`src/rtl/div_seq.sv`:
```
// Sequential restoring divider: one quotient bit per cycle. Results are {remainder, quotient}.
// Signed and unsigned modes share one datapath: magnitudes in, sign fix-up out.
module div_seq #(
  parameter int WIDTH = 32
) (
  input  logic                 clk,
  input  logic                 rst,
  input  logic                 start_i,
  input  logic                 annul_i,
  input  logic                 signed_i,
  input  logic [WIDTH-1:0]     dividend_i,
  input  logic [WIDTH-1:0]     divisor_i,
  output logic [2*WIDTH-1:0]   result_o,
  output logic                 ready_o,
  output logic                 stallreq_o
);

  localparam int CNT_W = $clog2(WIDTH + 1);

  typedef enum logic [1:0] {S_IDLE, S_DIVZERO, S_ON, S_END} state_t;

  state_t               r_state;
  state_t               w_next;
  logic [CNT_W-1:0]     r_cnt;
  logic [WIDTH-1:0]     r_rem;
  logic [WIDTH-1:0]     r_quo;
  logic [WIDTH-1:0]     r_dvsr;
  logic                 r_sgn_a;
  logic                 r_sgn_b;
  logic [2*WIDTH-1:0]   r_result;

  logic                 w_accept;
  logic                 w_last;
  logic                 w_stall;
  logic                 w_ready;
  logic [WIDTH:0]       w_part;
  logic [WIDTH:0]       w_diff;
  logic [WIDTH-1:0]     w_rem_nxt;
  logic [WIDTH-1:0]     w_quo_nxt;
  logic [WIDTH-1:0]     w_rem_fix;
  logic [WIDTH-1:0]     w_quo_fix;

  function automatic logic [WIDTH-1:0] f_neg(input logic [WIDTH-1:0] v);
    return '0 - v;
  endfunction

  // The most negative value negates to itself, which reads correctly as an unsigned magnitude.
  function automatic logic [WIDTH-1:0] f_mag(input logic [WIDTH-1:0] v, input logic sgn);
    return (sgn && v[WIDTH-1]) ? f_neg(v) : v;
  endfunction

  assign w_accept = start_i & ~annul_i;
  assign w_last   = (r_cnt == CNT_W'(WIDTH - 1));

  // Restoring step: partial remainder stays below the divisor, so WIDTH+1 bits suffice.
  assign w_part    = {r_rem, r_quo[WIDTH-1]};
  assign w_diff    = w_part - {1'b0, r_dvsr};
  assign w_rem_nxt = w_diff[WIDTH] ? w_part[WIDTH-1:0] : w_diff[WIDTH-1:0];
  assign w_quo_nxt = {r_quo[WIDTH-2:0], ~w_diff[WIDTH]};

  assign w_quo_fix = (r_sgn_a ^ r_sgn_b) ? f_neg(w_quo_nxt) : w_quo_nxt;
  assign w_rem_fix = r_sgn_a ? f_neg(w_rem_nxt) : w_rem_nxt;

  always_ff @(posedge clk or posedge rst) begin
    if (rst) begin
      r_state <= S_IDLE;
    end else begin
      r_state <= w_next;
    end
  end

  always_comb begin
    w_next  = r_state;
    w_stall = 1'b0;
    w_ready = 1'b0;
    case (r_state)
      S_IDLE: begin
        if (w_accept) begin
          w_stall = 1'b1;
          w_next  = (divisor_i == '0) ? S_DIVZERO : S_ON;
        end
      end
      S_DIVZERO: begin
        w_stall = 1'b1;
        w_next  = annul_i ? S_IDLE : S_END;
      end
      S_ON: begin
        w_stall = 1'b1;
        if (annul_i) begin
          w_next = S_IDLE;
        end else if (w_last) begin
          w_next = S_END;
        end
      end
      S_END: begin
        w_ready = 1'b1;
        w_next  = S_IDLE;
      end
      default: w_next = S_IDLE;
    endcase
  end

  always_ff @(posedge clk or posedge rst) begin
    if (rst) begin
      r_cnt    <= '0;
      r_result <= '0;
    end else begin
      case (r_state)
        S_IDLE: begin
          if (w_accept) begin
            r_cnt <= '0;
          end
        end
        S_DIVZERO: begin
          if (!annul_i) begin
            r_result <= {r_rem, {WIDTH{1'b1}}};
          end
        end
        S_ON: begin
          r_cnt <= r_cnt + CNT_W'(1);
          if (!annul_i && w_last) begin
            r_result <= {w_rem_fix, w_quo_fix};
          end
        end
        default: ;
      endcase
    end
  end

  // For a zero divisor r_rem carries the raw dividend straight through to the result.
  always_ff @(posedge clk) begin
    if (r_state == S_IDLE && w_accept) begin
      r_sgn_a <= signed_i & dividend_i[WIDTH-1];
      r_sgn_b <= signed_i & divisor_i[WIDTH-1];
      r_dvsr  <= f_mag(divisor_i, signed_i);
      r_quo   <= f_mag(dividend_i, signed_i);
      r_rem   <= (divisor_i == '0) ? dividend_i : '0;
    end else if (r_state == S_ON) begin
      r_rem <= w_rem_nxt;
      r_quo <= w_quo_nxt;
    end
  end

  assign result_o   = r_result;
  assign ready_o    = w_ready;
  assign stallreq_o = w_stall & ~rst;

endmodule

```
`config.mk`:
```
export PLATFORM = sky130hd
export DESIGN_NAME = div_seq
export DESIGN_NICKNAME = d
export VERILOG_FILES = /design/src/rtl/div_seq.sv
export SDC_FILE = /design/constraint.sdc
export NUM_CORES = 1
export LEC_CHECK = 0
export ABC_AREA = 1
export CORE_MARGIN = 2
export CORE_UTILIZATION = 64
export DETAILED_ROUTE_END_ITERATION = 10
export GPL_TIMING_DRIVEN = 0
export HOLD_SLACK_MARGIN = 0.08
export PLACE_DENSITY = 0.95
export REMOVE_ABC_BUFFERS = 1
export SLEW_MARGIN = 10
export SYNTH_ARGS = -nofsm -noshare
export SYNTH_HDL_FRONTEND = slang
export SYNTH_SLANG_ARGS = --single-unit
```
`constraint.sdc`:
```
create_clock -name clk -period 6.18 [get_ports clk]
set_input_delay 1.236 -clock clk [delete_from_list [all_inputs] [get_ports clk]]
set_output_delay 1.236 -clock clk [all_outputs]
set_load 0.05 [all_outputs]
```
==> impl_metrics.json <==
{
  "status": "completed",
  "reg2reg_setup_slack_ns": 0.56,
  "synth_edf_count": 98,
  "holdBufCountCts": 0,
  "synthCells": 2023,
  "fillers": 1532,
  "crit_type": "flip-flop to flip-flop",
  "drv_slew": 0,
  "portBuffers": 134,
  "cts.path.max_buffers": 2,
  "place_ws_ns": 0.292,
  "cts_root_buffer": "clkbuf_16",
  "power_density_mw_per_mm2": 629,
  "floorplan.rows": 53,
  "first_pass_iters": 6,
  "wire_per_inst_um": 19.1,
  "worstMarginPinSlew_ns": 1.29,
  "ys_seq_area_frac": 0.346,
  "hold_end": "result_o[55]$_DFFE_PP0P_",
  "avgSynthCellArea_um2": 6.77,
  "maxClockFrequency_ghz": 0.178,
  "die_area_mm2": 0.0226,
  "slowest_delay_ns": 1.26,
  "cts-htree-levels": 4,
  "tritoncts": "built",
  "die_y_um": 150,
  "pin_count": 135,
  "postPlaceCellArea_mm2": 0.0153,
  "top_usage_layer": "met2",
  "postCtsSetupRepairBufs": 0,
  "cp_common_cell": "inv_1",
  "drtAntennaViolNets": 0,
  "skew_ns": 0.0160,
  "synthFlopType": "edfxtp_1",
  "crit_path_start": "r_state[0]$_DFFE_PP0P_",
  "drt-total-wl_um": 46300,
  "crit_arrival_ns": 5.95,
  "grt-ovfl-total": 0,
  "via_count": 14600,
  "setup_violations": 0,
  "antenna_found_initial": 0,
  "grt_usage": 0.414,
  "die_w_um": 150,
  "cts.reportedPaths.clkPinSlew_ns": 0.08,
  "fin_crit_sh": 0.909,
  "ys_seq_elements": 170,
  "fin_tns_setup_ns": 0,
  "numCtsBuffers": 17,
  "layout.cells.non_filler": 2418,
  "cts.sinks": 170,
  "relSlewSlack": 0.139,
  "drive_above_1_share": 0.0644,
  "rsz0062_at_grt": "no",
  "worstSetupStartpointType": "flip-flop",
  "cpLargestDelayFamily": "buffers and inverters",
  "worstPathRequired_ns": 6.51,
  "nets": 2242,
  "final_cell_area_mm2": 0.0159,
  "cts_resized": 0,
  "synth-warning-count": 0,
  "path_cells": "inv_1 > ha_2 > inv_1 > nor2_1 > nor2_1 > inv_1 > nor2_2 > inv_1 > nand2_2 > clkinv_1 > a21oi_1 > o211ai_1 > o21a_1",
  "worst-path-buf-inv": 5,
  "grt_max_degree": 62,
  "layout_common_cells": "660 x nand2_1, 306 x inv_1, 165 x nor2_1, 134 x clkdlybuf4s50_1, 122 x nand3_1",
  "regArea_mm2": 0.00474,
  "clk_latency_ns": 0.45,
  "ir_drop_v": 0.000609,
  "rr_worst_depth": 13,
  "p_leak_nw": 7.75,
  "grt_pass1_vias": 13500,
  "met3_usage": 0.0848,
  "synthArstFlopShare": 0.424,
  "holdCritStartpoint": "result_o[55]$_DFFE_PP0P_",
  "area_delta_synth_final_pct": 16.0,
  "layout_commonest_cell": "nand2_1",
  "first_iter_violations": 1938,
  "timing.hold.ws_ns": 0.479,
  "max-cap-violations": 0,
  "start_util": 0.652,
  "path_max_fanout": 43,
  "core_area_mm2": 0.0210,
  "use_met2": 0.641,
  "r2r-end": "result_o[11]$_DFFE_PP0P_",
  "fin_ws_ns": 0.563,
  "post_drt_via_cell_ratio": 6.05,
  "rr_startpoint": "r_state[0]$_DFFE_PP0P_",
  "place_hpwl_um": 35700,
  "end_kind": "flip-flop",
  "hold_class": "flip-flop to flip-flop",
  "place_congestion": 1.01,
  "multiInputGateArea_mm2": 0.00748,
  "use_met1": 0.562,
  "cpMaxStageDelayCell": "clkinv_1",
  "final_hold_viol_count": 0,
  "synth.distinct_cells": 57,
  "drcViolationCount": 0,
  "syn_area_mm2": 0.0137,
  "min_period_ns": 5.62,
  "grt_pass1_wl_um": 71600,
  "min_path_cells": 2,
  "diodes": 0,
  "place_inst": 2386
}
[tightest hold or removal path: stages (launching register included)]
cell and delay, ns:
dfrtp_1 0.34, nand2_1 0.05, nand2_1 0.05
[power breakdown]
part	switching (W)	internal, W
clock	0.000566	0.000546
combinational	0.00451	0.00201
sequential	0.000472	0.00189
total	0.00555	0.00445
[routing by layer]
layer | up-vias | share of wire | routed length (um)
met4 | 0 | 0.053 | 2430
met3 | 212 | 0.11 | 5280
li1 | 6700 | - | -
met5 | - | 0 | 0
met1 | 6688 | 0.39 | 18200
met2 | 1029 | 0.44 | 20400
[stage by stage]
| step | util | total power [W] |
|---|---|---|
| final | 0.756 | 0.0100 |
| after global routing | 0.756 | 0.0107 |
| after CTS | 0.756 | 0.00980 |
| after detailed placement | 0.727 | 0.00866 |
| after global placement | 0.717 | 0.00839 |
| after floorplan | - | 0.00674 |
[how the worst max path moves through the flow]
stage                                           to  slack [ns]  cells past startpoint
after floorplan                         stallreq_o       -5.13                      3
after global placement         r_rem[29]$_DFFE_PP_      -10.48                      4
after detailed placement  result_o[11]$_DFFE_PP0P_        0.29                     10
after CTS                 result_o[11]$_DFFE_PP0P_        0.77                     10
after global routing      result_o[11]$_DFFE_PP0P_        0.37                     13
final                     result_o[11]$_DFFE_PP0P_        0.56                     13
[cells by family (layout without fill, tap and decap cells)]
family | Yosys count | count (layout) | synth area share
buf+inv | 375 | 495 | 0.109
simple gates | 1098 | 1098 | 0.344
flops | 170 | 170 | 0.346
xor+xnor | 77 | 77 | 0.0492
compound gates | 260 | 260 | 0.111
fa+ha+maj | 43 | 43 | 0.0398
[layout make-up]
class	instances	area share
Timing Repair Buffer	147	0.0961
Clock buffer	17	0.0268
Inverter	316	0.0748
Multi-Input combinational cell	1478	0.471
Tap cell	275	0.0217
Clock inverter	15	0.0109
Sequential cell	170	0.299
[cells in the mapped netlist (3+ instances only)]
master,number,area share
a41oi_1,3,0.0019
nor4_1,6,0.0027
o22a_1,3,0.0019
nand3_2,4,0.0029
a2bb2oi_1,6,0.0038
o22ai_1,26,0.012
a31oi_1,6,0.0027
nand4_1,20,0.0091
o32ai_1,3,0.0019
dfrtp_1,72,0.13
o21ai_1,9,0.0033
edfxtp_1,98,0.21
xnor2_1,12,0.0077
nand3_1,122,0.045
nand3b_1,7,0.0038
nor3_1,35,0.013
nor2_1,166,0.045
nand2_4,5,0.0041
ha_1,42,0.038
o31ai_1,4,0.0022
xor2_1,65,0.042
nand2_1,662,0.18
buf_2,6,0.0022
or2_2,9,0.0041
a21oi_2,3,0.0019
a21oi_1,48,0.018
nor2_2,15,0.0069
o21bai_1,3,0.0016
inv_1,308,0.084
and2_1,3,0.0014
buf_1,3,0.00082
buf_6,9,0.0074
o21ai_0,120,0.044
inv_2,7,0.0019
o32a_1,6,0.0044
o21a_1,8,0.0044
clkbuf_1,39,0.011
nand2_2,32,0.015
[sequential cells by signal, summed over array words and instances, names as in the netlist]
register,cells
result_o,64
r_dvsr,32
r_quo,32
r_rem,32
r_cnt,6
r_state,2
r_sgn_a,1
r_sgn_b,1
(Power assumes the default switching activity.)
